[config.mk]
export PLATFORM = sky130hd
export DESIGN_NAME = demux1to4_32_buf_flat
export DESIGN_NICKNAME = d
export VERILOG_FILES = /design/src/rtl/demux1to4_32_buf_pkg.sv /design/src/rtl/demux1to4_32_buf_if.sv /design/src/rtl/demux1to4_32_buf_lane_fifo_32.sv /design/src/rtl/demux1to4_32_buf.sv /design/src/flat_wrapper.sv
export SDC_FILE = /design/constraint.sdc
export NUM_CORES = 1
export LEC_CHECK = 0
export CAP_MARGIN = 20
export CORE_AREA = 4 4 155 157
export DETAILED_ROUTE_END_ITERATION = 10
export DIE_AREA = 0 0 159 161
export DONT_BUFFER_PORTS = 1
export PLACE_DENSITY = 0.7
export SLEW_MARGIN = 10
export SYNTH_ARGS = -nofsm -noshare
export SYNTH_HDL_FRONTEND = slang
export SYNTH_SLANG_ARGS = --single-unit
export TNS_END_PERCENT = 20
[constraint.sdc]
create_clock -name clk -period 2.4 [get_ports clk]
set_clock_uncertainty 0.15 [all_clocks]
set_input_delay 0.48 -clock clk [delete_from_list [all_inputs] [get_ports clk]]
set_output_delay 0.48 -clock clk [all_outputs]
set_load 0.005 [all_outputs]
[src/rtl/demux1to4_32_buf_pkg.sv]
// Shared lane constants and types for the buffered 1-to-4 word distributor.
package demux1to4_32_buf_pkg;

    localparam int NUM_LANES   = 4;
    localparam int LANE_W      = 2;
    localparam int DEF_WIDTH   = 32;
    localparam int DEF_DEPTH   = 2;
    localparam int DEF_CNTW    = 2;

    typedef logic [LANE_W-1:0] lane_sel_t;

    // A lane takes the incoming word when it is addressed directly or broadcast is requested.
    function automatic logic lane_hit(input lane_sel_t sel, input logic bcast,
                                      input int unsigned lane);
        return bcast | (sel == lane_sel_t'(lane));
    endfunction

endpackage

[src/rtl/demux1to4_32_buf_if.sv]
// Producer-side input bus plus the four consumer lanes of the distributor.
interface demux1to4_32_buf_if
    import demux1to4_32_buf_pkg::*;
#(
    parameter int WIDTH = DEF_WIDTH,
    parameter int CNTW  = DEF_CNTW
);
    logic                       in_valid;
    logic                       in_ready;
    lane_sel_t                  in_sel;
    logic                       in_bcast;
    logic [WIDTH-1:0]           in_data;
    logic [NUM_LANES-1:0]       out_valid;
    logic [NUM_LANES-1:0]       out_ready;
    logic [WIDTH-1:0]           out_d0;
    logic [WIDTH-1:0]           out_d1;
    logic [WIDTH-1:0]           out_d2;
    logic [WIDTH-1:0]           out_d3;
    logic [NUM_LANES*CNTW-1:0]  lane_cnt;

    modport master (
        output in_valid, in_sel, in_bcast, in_data, out_ready,
        input  in_ready, out_valid, out_d0, out_d1, out_d2, out_d3, lane_cnt
    );

    modport slave (
        input  in_valid, in_sel, in_bcast, in_data, out_ready,
        output in_ready, out_valid, out_d0, out_d1, out_d2, out_d3, lane_cnt
    );

endinterface

[src/rtl/demux1to4_32_buf_lane_fifo_32.sv]
// One lane FIFO: power-of-two depth, registered count, head forced to zero when empty.
module lane_fifo_32 #(
    parameter int WIDTH = 32,
    parameter int DEPTH = 2,
    parameter int CNTW  = 2
) (
    input  logic             clk,
    input  logic             rst_n,
    input  logic             i_push,
    input  logic [WIDTH-1:0] i_push_data,
    input  logic             i_pop,
    output logic             o_full,
    output logic             o_valid,
    output logic [WIDTH-1:0] o_head,
    output logic [CNTW-1:0]  o_count
);
    localparam int PTRW = $clog2(DEPTH);

    logic [WIDTH-1:0] r_mem [DEPTH];
    logic [PTRW-1:0]  r_wr_ptr;
    logic [PTRW-1:0]  r_rd_ptr;
    logic [CNTW-1:0]  r_count;
    logic             w_push;
    logic             w_pop;

    assign o_full  = (r_count == CNTW'(DEPTH));
    assign o_valid = (r_count != '0);
    assign w_push  = i_push & ~o_full;
    assign w_pop   = i_pop & o_valid;
    assign o_head  = o_valid ? r_mem[r_rd_ptr] : '0;
    assign o_count = r_count;

    always_ff @(posedge clk or negedge rst_n) begin
        if (!rst_n) begin
            // NOTE: storage is cleared on reset so no stale word can ever reach a head output;
            // this is deliberate for a tiny buffer and would be dropped for a RAM-backed FIFO.
            for (int i = 0; i < DEPTH; i++) begin
                r_mem[i] <= '0;
            end
            r_wr_ptr <= '0;
            r_rd_ptr <= '0;
            r_count  <= '0;
        end else begin
            // NOTE: non-blocking assignments keep every register update based on pre-edge values.
            if (w_push) begin
                r_mem[r_wr_ptr] <= i_push_data;
                r_wr_ptr        <= r_wr_ptr + PTRW'(1);
            end
            if (w_pop) begin
                r_rd_ptr <= r_rd_ptr + PTRW'(1);
            end
            unique case ({w_push, w_pop})
                2'b10:   r_count <= r_count + CNTW'(1);
                2'b01:   r_count <= r_count - CNTW'(1);
                default: r_count <= r_count;
            endcase
        end
    end

endmodule

[src/rtl/demux1to4_32_buf.sv]
// Buffered 1-to-4 distributor: routes or broadcasts each accepted word into per-lane FIFOs.
module demux1to4_32_buf
    import demux1to4_32_buf_pkg::*;
#(
    parameter int WIDTH = DEF_WIDTH,
    parameter int DEPTH = DEF_DEPTH,
    parameter int CNTW  = DEF_CNTW
) (
    input  logic               clk,
    input  logic               rst_n,
    demux1to4_32_buf_if.slave  bus
);
    logic [NUM_LANES-1:0]            w_full;
    logic [NUM_LANES-1:0]            w_valid;
    logic [NUM_LANES-1:0]            w_push;
    logic [WIDTH-1:0]                w_head [NUM_LANES];
    logic [NUM_LANES-1:0][CNTW-1:0]  w_count;

    // Acceptance looks only at registered fullness; a pop this cycle never frees a slot early.
    assign bus.in_ready = bus.in_bcast ? ~|w_full : ~w_full[bus.in_sel];

    for (genvar g = 0; g < NUM_LANES; g++) begin : g_lane
        assign w_push[g] = bus.in_valid & bus.in_ready
                         & lane_hit(bus.in_sel, bus.in_bcast, g);

        lane_fifo_32 #(
            .WIDTH (WIDTH),
            .DEPTH (DEPTH),
            .CNTW  (CNTW)
        ) u_fifo (
            .clk         (clk),
            .rst_n       (rst_n),
            .i_push      (w_push[g]),
            .i_push_data (bus.in_data),
            .i_pop       (bus.out_ready[g]),
            .o_full      (w_full[g]),
            .o_valid     (w_valid[g]),
            .o_head      (w_head[g]),
            .o_count     (w_count[g])
        );
    end

    assign bus.out_valid = w_valid;
    assign bus.lane_cnt  = w_count;
    assign bus.out_d0    = w_head[0];
    assign bus.out_d1    = w_head[1];
    assign bus.out_d2    = w_head[2];
    assign bus.out_d3    = w_head[3];

endmodule

[src/flat_wrapper.sv]
// flat-port wrapper written by rule: the top's interface ports become plain ports
module demux1to4_32_buf_flat import demux1to4_32_buf_pkg::*;
#(
    parameter int WIDTH = DEF_WIDTH,
    parameter int DEPTH = DEF_DEPTH,
    parameter int CNTW  = DEF_CNTW
)
  (clk, rst_n, bus_in_valid, bus_in_sel, bus_in_bcast, bus_in_data, bus_out_ready, bus_in_ready, bus_out_valid, bus_out_d0, bus_out_d1, bus_out_d2, bus_out_d3, bus_lane_cnt);
  demux1to4_32_buf_if #(.WIDTH(WIDTH), .CNTW(CNTW)) bus_i ();
  input  logic clk;
  input  logic rst_n;
  input wire logic [$bits(bus_i.in_valid)-1:0] bus_in_valid;
  input wire logic [$bits(bus_i.in_sel)-1:0] bus_in_sel;
  input wire logic [$bits(bus_i.in_bcast)-1:0] bus_in_bcast;
  input wire logic [$bits(bus_i.in_data)-1:0] bus_in_data;
  input wire logic [$bits(bus_i.out_ready)-1:0] bus_out_ready;
  output wire logic [$bits(bus_i.in_ready)-1:0] bus_in_ready;
  output wire logic [$bits(bus_i.out_valid)-1:0] bus_out_valid;
  output wire logic [$bits(bus_i.out_d0)-1:0] bus_out_d0;
  output wire logic [$bits(bus_i.out_d1)-1:0] bus_out_d1;
  output wire logic [$bits(bus_i.out_d2)-1:0] bus_out_d2;
  output wire logic [$bits(bus_i.out_d3)-1:0] bus_out_d3;
  output wire logic [$bits(bus_i.lane_cnt)-1:0] bus_lane_cnt;
  assign bus_i.in_valid = bus_in_valid;
  assign bus_i.in_sel = bus_in_sel;
  assign bus_i.in_bcast = bus_in_bcast;
  assign bus_i.in_data = bus_in_data;
  assign bus_i.out_ready = bus_out_ready;
  assign bus_in_ready = bus_i.in_ready;
  assign bus_out_valid = bus_i.out_valid;
  assign bus_out_d0 = bus_i.out_d0;
  assign bus_out_d1 = bus_i.out_d1;
  assign bus_out_d2 = bus_i.out_d2;
  assign bus_out_d3 = bus_i.out_d3;
  assign bus_lane_cnt = bus_i.lane_cnt;
  demux1to4_32_buf #(.WIDTH(WIDTH), .DEPTH(DEPTH), .CNTW(CNTW)) u_core (.clk(clk), .rst_n(rst_n), .bus(bus_i));
endmodule
==> results of run 1 <==
-- registers in the layout (all words and copies together) (netlist names) --
signal,flops
u_core.g_lane.u_fifo.r_wr_ptr,4
u_core.g_lane.u_fifo.r_rd_ptr,4
u_core.g_lane.u_fifo.o_count,8
u_core.g_lane.u_fifo.r_mem,256
-- repair_timing --
item                       CTS  global route
pin swaps                    1             2
setup endpoints to repair  122           106
resized for setup            6             8
buffers inserted             2             1
hold endpoints to repair   529           272
-- area by class of cell --
type,instances,area [um^2],share of cell area
Timing Repair Buffer,84,866,0.0608
Inverter,6,22.5,0.00158
Clock buffer,41,841,0.0590
Multi-Input combinational cell,579,5230,0.367
Tap cell,285,357,0.0250
Sequential cell,272,6820,0.479
Clock inverter,11,105,0.00738
-- power by group --
part,internal [mW],leakage [nW],switching [mW]
clock network,2.63,0.477,1.75
registers,6.96,3.25,1.22
logic,4.25,2.77,4.27
-- final timing paths --
check	from	endpoint	slack, ps	cells after the start
min reg2reg	u_core.g_lane[2].u_fifo.r_mem[11]	u_core.g_lane[2].u_fifo.r_mem[11]	330	1
max	u_core.g_lane[2].u_fifo.o_count[0]	bus_in_ready	90	4
max in group asynchronous	rst_n	u_core.g_lane[1].u_fifo.r_mem[19]	2230	0
max reg2reg	u_core.g_lane[2].u_fifo.o_count[1]	u_core.g_lane[1].u_fifo.r_mem[12]	130	7
min	rst_n	u_core.g_lane[3].u_fifo.r_mem[3]	-490	0
min in group clk	bus_in_valid	u_core.g_lane[3].u_fifo.r_wr_ptr	40	2
-- cells in the mapped netlist, drive strengths merged, types with 4 or more instances --
library cell	number	area, um^2
and2	4	25.0
inv	6	22.5
mux2i	128	1280
mux2	256	2880
dfrtp	272	6810
nor2	138	518
nand3	5	25.0
ha	4	50.1
buf	29	214
xor2	8	70.1
xnor2	12	105
clkbuf	32	120
-- through the flow --
stage	hold slack, ps	cells
4_1_cts	-521	1277
2_1_floorplan	34.4	918
6_report	-493	1278
3_3_place_gp	46.2	1190
3_5_place_dp	44.6	1190
5_1_grt	-522	1278
-- cells by family (layout without fill, tap and decap cells) --
group	Yosys count	count (layout)	share of synthesized area
AND/OR/NAND/NOR	163	163	0.0587
flip-flops	272	272	0.552
XOR/XNOR	20	20	0.0142
adder cells (fa/ha/maj)	4	4	0.00406
AO/OA/AOI/OAI	8	8	0.00467
buffers and inverters	67	142	0.0289
multiplexers	384	384	0.338
-- layer usage --
metal  vias up  wire length, um  part of all wire  GRT usage
met4         2              696             0.024     0.0493
met5         -                7           0.00024          0
met1      3744            12200              0.43      0.290
met3        45             1580             0.055     0.0544
li1       3298                -                 -          -
met2       162            14200              0.49      0.381
==> key figures, run 1 <==
Pwr
  – Final Power: about 21 mW
  – VDD IR-drop max: 0.761 mV
  – LEAKAGE: about 6.5 nW
  – Power per cell area: roughly 1500 nW/um^2

Run status
  – Status: complete, but fails checks
  – Failing checks: negative hold slack

Setup path
  – Crit path launch type: flip-flop
  – Worst path required time: around 1800 ps
  – CP Data Arrival Time: 1680 ps
  – Worst-path maximum fanout: 4
  – Crit-path leading delay family: flip-flops
  – Critical path capture point type: output pin
  – Critical path class: reg -> out
  – Slowest cell delay on critical path: roughly 460 ps
  – Cells along the critical path: nor4bb_4 > a211oi_2 > o211a_4 > buf_4
  – CP max-delay cell: dfrtp_2
  – Buf/Inv on CP: 1

Clock network
  – Clock buffer depth: 3
  – Root Buffer: clkbuf_16
  – Clk slew on worst S/H paths: about 60 ps
  – Sink Count: approximately 270
  – # H-tree levels: 1
  – Cts bufs inserted: 28
  – TritonCTS clock tree: done
  – CTS Hold Bufs: 33
  – Clk_lat worst skew: roughly 540 ps

Detailed routing
  – DR vias/cell: roughly 5.7
  – Final antenna-violating net count: 0
  – DRT iter0 DRCs: between 400 and 500
  – Drt wl/cell: ~22 um
  – Via count: around 7300
  – TritonRoute pass-1 iters: 4
  – Total length of routed wires: roughly 29000 um
  – DRC errors left: 0

Placement
  – GP Congestion: 0.760
  – Place WS: -83.5 ps
  – HPWL reported at the end of detailed placement: roughly 19000 um
  – IO Port Bufs: 0
  – Placed Instance Area: around 13000 um^2

Layout
  – Most frequent cells in the layout: dfrtp_1 (266), mux2_2 (216), nor2_1 (132)
  – Nets: 1017
  – Fillers: between 1500 and 2000
  – Antenna Cells: 0
  – Share of cells above drive strength 1: 0.339
  – Most common cell after layout, fill and taps aside: dfrtp_1
  – Final Util: 0.633
  – Post-route cell area: 14200 um^2
  – P&R area growth vs syn: 15.4%

STA
  – Fmax: roughly 430 MHz
  – Final worst setup slack: approximately 90 ps
  – Worst-Margin Slew: 423 ps
  – Minimum clock period: 2310 ps
  – Final TNS setup: 0 ps
  – Final Cycle Share: 0.962
  – Slew Limit Fails: 0
  – Final Hold Vio Count: roughly 270
  – RSZ-0062 raised after global routing: yes
  – Rel. slew slack: 0.718
  – Final hold slack: -493 ps
  – Final setup viols: 0

Logic synthesis
  – Yosys cell types: 32
  – Syn nets: 964
  – Mapped Avg Cell Area: approximately 13 um^2
  – Dominant synthesized flop cell: dfrtp_1
  – YS warnings: 0
  – Post-Syn Instances: 918
  – Share of async-settable or async-resettable flops after synthesis: 1.00
  – Synth Cell Area: 12300 um^2
  – Number of synthesized flops with an enable pin: 0
  – Yosys reg bits: around 270
  – Seq/Total Area, Yosys: 0.552

GRT
  – Aggregate global-route resource usage: 0.222
  – GR Overflow Total: 0
  – Largest net degree at the start of global routing: 273
  – First-pass GRT wire length: around 46000 um
  – Initial antenna violation count: 1
  – Number of global-route vias before repair: ~7700

Job
  – Total of max-cap violations: 0

Floorplan
  – Die W: 159 um
  – Starting density of the core: 0.548
  – Core area: approximately 23000 um^2
  – Die H: 161 um
  – Site Rows: 55
  – Die footprint: between 20000 and 30000 um^2
  – Num ports: 183

Hold path
  – Hold crit path type: in -> async
(Power assumes the default switching activity.)
==> run 2, diff against run 1 <==
ABC_AREA = 1   (was unset)
CORE_AREA = 4 4 165 167   (was 4 4 155 157)
DIE_AREA = 0 0 169 171   (was 0 0 159 161)
==> run 2 against run 1 <==
  * The run still ends with negative hold slack left
  * Worst setup slack lost 59 ps
  * Die area grew 13%
  * Sequential share of layout area shrank 2.8 points
  * Design area grew 6.2%
  * Critical path type unchanged
  * Largest power group unchanged
==> key figures, run 2 <==
Run status
  – Status: complete, but fails checks
  – Failing checks: negative hold slack

Layout
  – Most common cell after layout, fill and taps aside: nand2_1
  – Fillers: 2233 (+27%)
  – Share of cells above drive strength 1: 0.145 (-0.194)
  – Max reg flops: 256 (unchanged)
  – Final Util: 0.587 (-0.0459)
  – Most frequent cells in the layout: nand2_1 (776), dfrtp_1 (271), nand3_1 (156)
  – P&R area growth vs syn: 7.80%
  – Cell Count, Final, Fillers Out: 2006 (+57%)
  – Largest Register: u_core.g_lane.u_fifo.r_mem
  – Nets: 1695 (+67%)

GRT
  – First-pass GRT wire length: 64400 um (+41%)
  – GR Overflow Total: 0 (unchanged)
  – Aggregate global-route resource usage: 0.278 (+0.0556)
  – Largest net degree at the start of global routing: 273 (unchanged)
  – Number of global-route vias before repair: 11400 (+47%)
  – Initial antenna violation count: 1 (unchanged)

Setup path
  – Crit path launch type: flip-flop
  – Cells along the critical path: buf_4 > nor2_4 > buf_12 > a21oi_1
  – Worst-path maximum fanout: 33 (+29)
  – Slowest cell delay on critical path: 440 ps (-20 ps)
  – Worst path required time: 1770 ps (about the same)
  – Critical path class: reg -> out
  – Crit-path leading delay family: flip-flops
  – CP Data Arrival Time: 1740 ps (+60 ps)
  – CP max-delay cell: dfrtp_1
  – Buf/Inv on CP: 2 (+1)
  – Critical path capture point type: output pin

Floorplan
  – Starting density of the core: 0.544 (-0.00366)
  – Die H: 171 um (+6.2%)
  – Die footprint: 28900 um^2 (+13%)
  – Site Rows: 59 (+7.3%)
  – Die W: 169 um (+6.3%)
  – Num ports: 183 (unchanged)
  – Core area: 25800 um^2 (+14%)

Logic synthesis
  – Yosys cell types: 26 (-19%)
  – Mapped Avg Cell Area: 8.25 um^2 (-39%)
  – Post-synth top cells: nand2_1 (776), dfrtp_1 (272), nand3_1 (156)
  – Seq/Total Area, Yosys: 0.485 (-0.0666)
  – Syn nets: 1746 (+81%)
  – Share of async-settable or async-resettable flops after synthesis: 1.00 (unchanged)
  – Number of synthesized flops with an enable pin: 0 (unchanged)
  – Synth Cell Area: 14000 um^2 (+14%)
  – Post-Syn Instances: 1700 (+85%)
  – Largest area contributor in the netlist: dfrtp_1
  – Dominant synthesized flop cell: dfrtp_1
  – Top-count cell post-synth: nand2_1
  – YS warnings: 0 (unchanged)
  – Area contributors post-synth: dfrtp_1 (49%), nand2_1 (21%), nand3_2 (7.1%)
  – Synth top area share: 0.485 (-0.0666)
  – Yosys reg bits: 272 (unchanged)

Detailed routing
  – Drt wl/cell: 20.2 um (-9.7%)
  – TritonRoute pass-1 iters: 6 (+2)
  – Final antenna-violating net count: 0 (unchanged)
  – DRC errors left: 0 (unchanged)
  – Via count: 11500 (+59%)
  – DR vias/cell: 5.74 (+1.1%)
  – DRT iter0 DRCs: 1561 (+260%)
  – Total length of routed wires: 40600 um (+42%)

Placement
  – IO Port Bufs: 0 (unchanged)
  – Place WS: 151 ps (+235 ps)
  – Inst Count DP: 1921 (+61%)
  – GP Congestion: 0.872 (+15%)
  – HPWL reported at the end of detailed placement: 24900 um (+34%)

STA
  – Final Hold Vio Count: 272 (unchanged)
  – Rel. slew slack: 0.566 (-0.152)
  – Fmax: 422 MHz (-2.5%)
  – Final worst setup slack: 31.2 ps (-59.0 ps)
  – Slew Limit Fails: 0 (unchanged)
  – Worst-Margin Slew: 652 ps (+228 ps)
  – RSZ-0062 raised after global routing: yes
  – Final Cycle Share: 0.987 (+0.0246)
  – Final setup viols: 0 (unchanged)
  – Minimum clock period: 2370 ps (+59.0 ps)
  – Final hold slack: -522 ps (-29.2 ps)

Clock network
  – CTS Hold Bufs: 32 (-3.0%)
  – Post-CTS setup buffer count: 0 (-2)
  – # H-tree levels: 1 (unchanged)
  – Root Buffer: clkbuf_16
  – Cts bufs inserted: 29 (+3.6%)
  – TritonCTS clock tree: done
  – Clock buffer depth: 3 (unchanged)
  – Sink Count: 272 (unchanged)
  – Clk slew on worst S/H paths: 60 ps (about the same)
  – Clk_lat worst skew: 550 ps (about the same)

Pwr
  – VDD IR-drop max: 0.703 mV (-7.5%)
  – Power per cell area: 1430 nW/um^2 (-3.5%)
  – Final Power: 21.6 mW (+2.4%)
  – Clk pwr share: 0.205 (-0.003)
  – NetSw: 9.51 mW (+31%)
  – Int Pwr: 12.1 mW (-13%)
  – Reg power frac: 0.364 (-0.024)
  – Switching part of the total: 0.440 (+0.0965)
  – LEAKAGE: 7.44 nW (+14%)
  – Comb pwr share: 0.431 (+0.027)

Job
  – Total of max-cap violations: 0 (unchanged)

Hold path
  – Hold crit path type: in -> async
## run 2: kinds of logic (layout without fill, tap and decap cells)
family | after synthesis | in the layout | synth area share
and+or+nand+nor | 1083 | 1083 | 0.367
DFF | 272 | 272 | 0.485
buffers and inverters | 192 | 162 | 0.0875
AOI/OAI and AO/OA | 137 | 137 | 0.0491
xor gates and xnor gates | 12 | 12 | 0.00749
adders and majority gates | 4 | 4 | 0.00357
other | 0 | 1 | 0
## run 2: metal layers
layer | wire length, um | part of all wire | global-route usage
met5 | 0 | 0 | 0
met2 | 19500 | 0.48 | 0.450
met1 | 16400 | 0.40 | 0.376
met3 | 3600 | 0.089 | 0.0638
met4 | 1100 | 0.027 | 0.0851
## run 2: what timing repair did
item	CTS	global route
endpoints found under the hold margin	528	272
setup endpoints to repair	33	53
gates resized for setup	4	15
## run 2: power groups by stage
| stage | logic, mW | registers, mW | clock network (mW) |
|---|---|---|---|
| 3_3_place_gp | 8.77 | 7.83 | 0 |
| 2_1_floorplan | 6.97 | 7.58 | 0 |
| 3_5_place_dp | 8.99 | 7.86 | 0 |
| 5_1_grt | 10.3 | 8.10 | 4.68 |
| 4_1_cts | 9.20 | 7.82 | 4.48 |
| 6_report | 9.31 | 7.87 | 4.42 |
## run 2: worst paths after layout
path,depth (start not counted),end,slack (ps),startpoint
max,4,bus_out_d2[2],30,u_core.g_lane[2].u_fifo.o_count[0]
min,0,u_core.g_lane[0].u_fifo.r_mem[38],-520,rst_n
max reg2reg,9,u_core.g_lane[3].u_fifo.r_mem[10],150,u_core.g_lane[1].u_fifo.o_count[1]
min reg2reg,2,u_core.g_lane[2].u_fifo.r_mem[9],330,u_core.g_lane[2].u_fifo.r_mem[9]
max in group asynchronous,0,u_core.g_lane[1].u_fifo.r_wr_ptr,2050,rst_n
min in group clk,2,u_core.g_lane[2].u_fifo.r_wr_ptr,60,bus_in_valid
## run 2: stage by stage
step	setup TNS (ps)	instance area, um^2	hold slack [ps]
floorplan	0	14000	34.4
global placement	0	13800	50.7
detailed placement	0	13800	51.1
CTS	0	15100	-528
global route	-166	15100	-544
finish	0	15100	-522
## run 2: cell type report
type                    instances  area, um^2  share of cell area
repair buffers                 75         801              0.0530
diodes                          1        2.50            0.000165
multi-input cells            1236        6030               0.399
well taps                     335         419              0.0277
clock buffers                  39         803              0.0531
inverters                      35         131             0.00869
clock inverters                13         121             0.00803
flip-flops and latches        272        6810               0.450
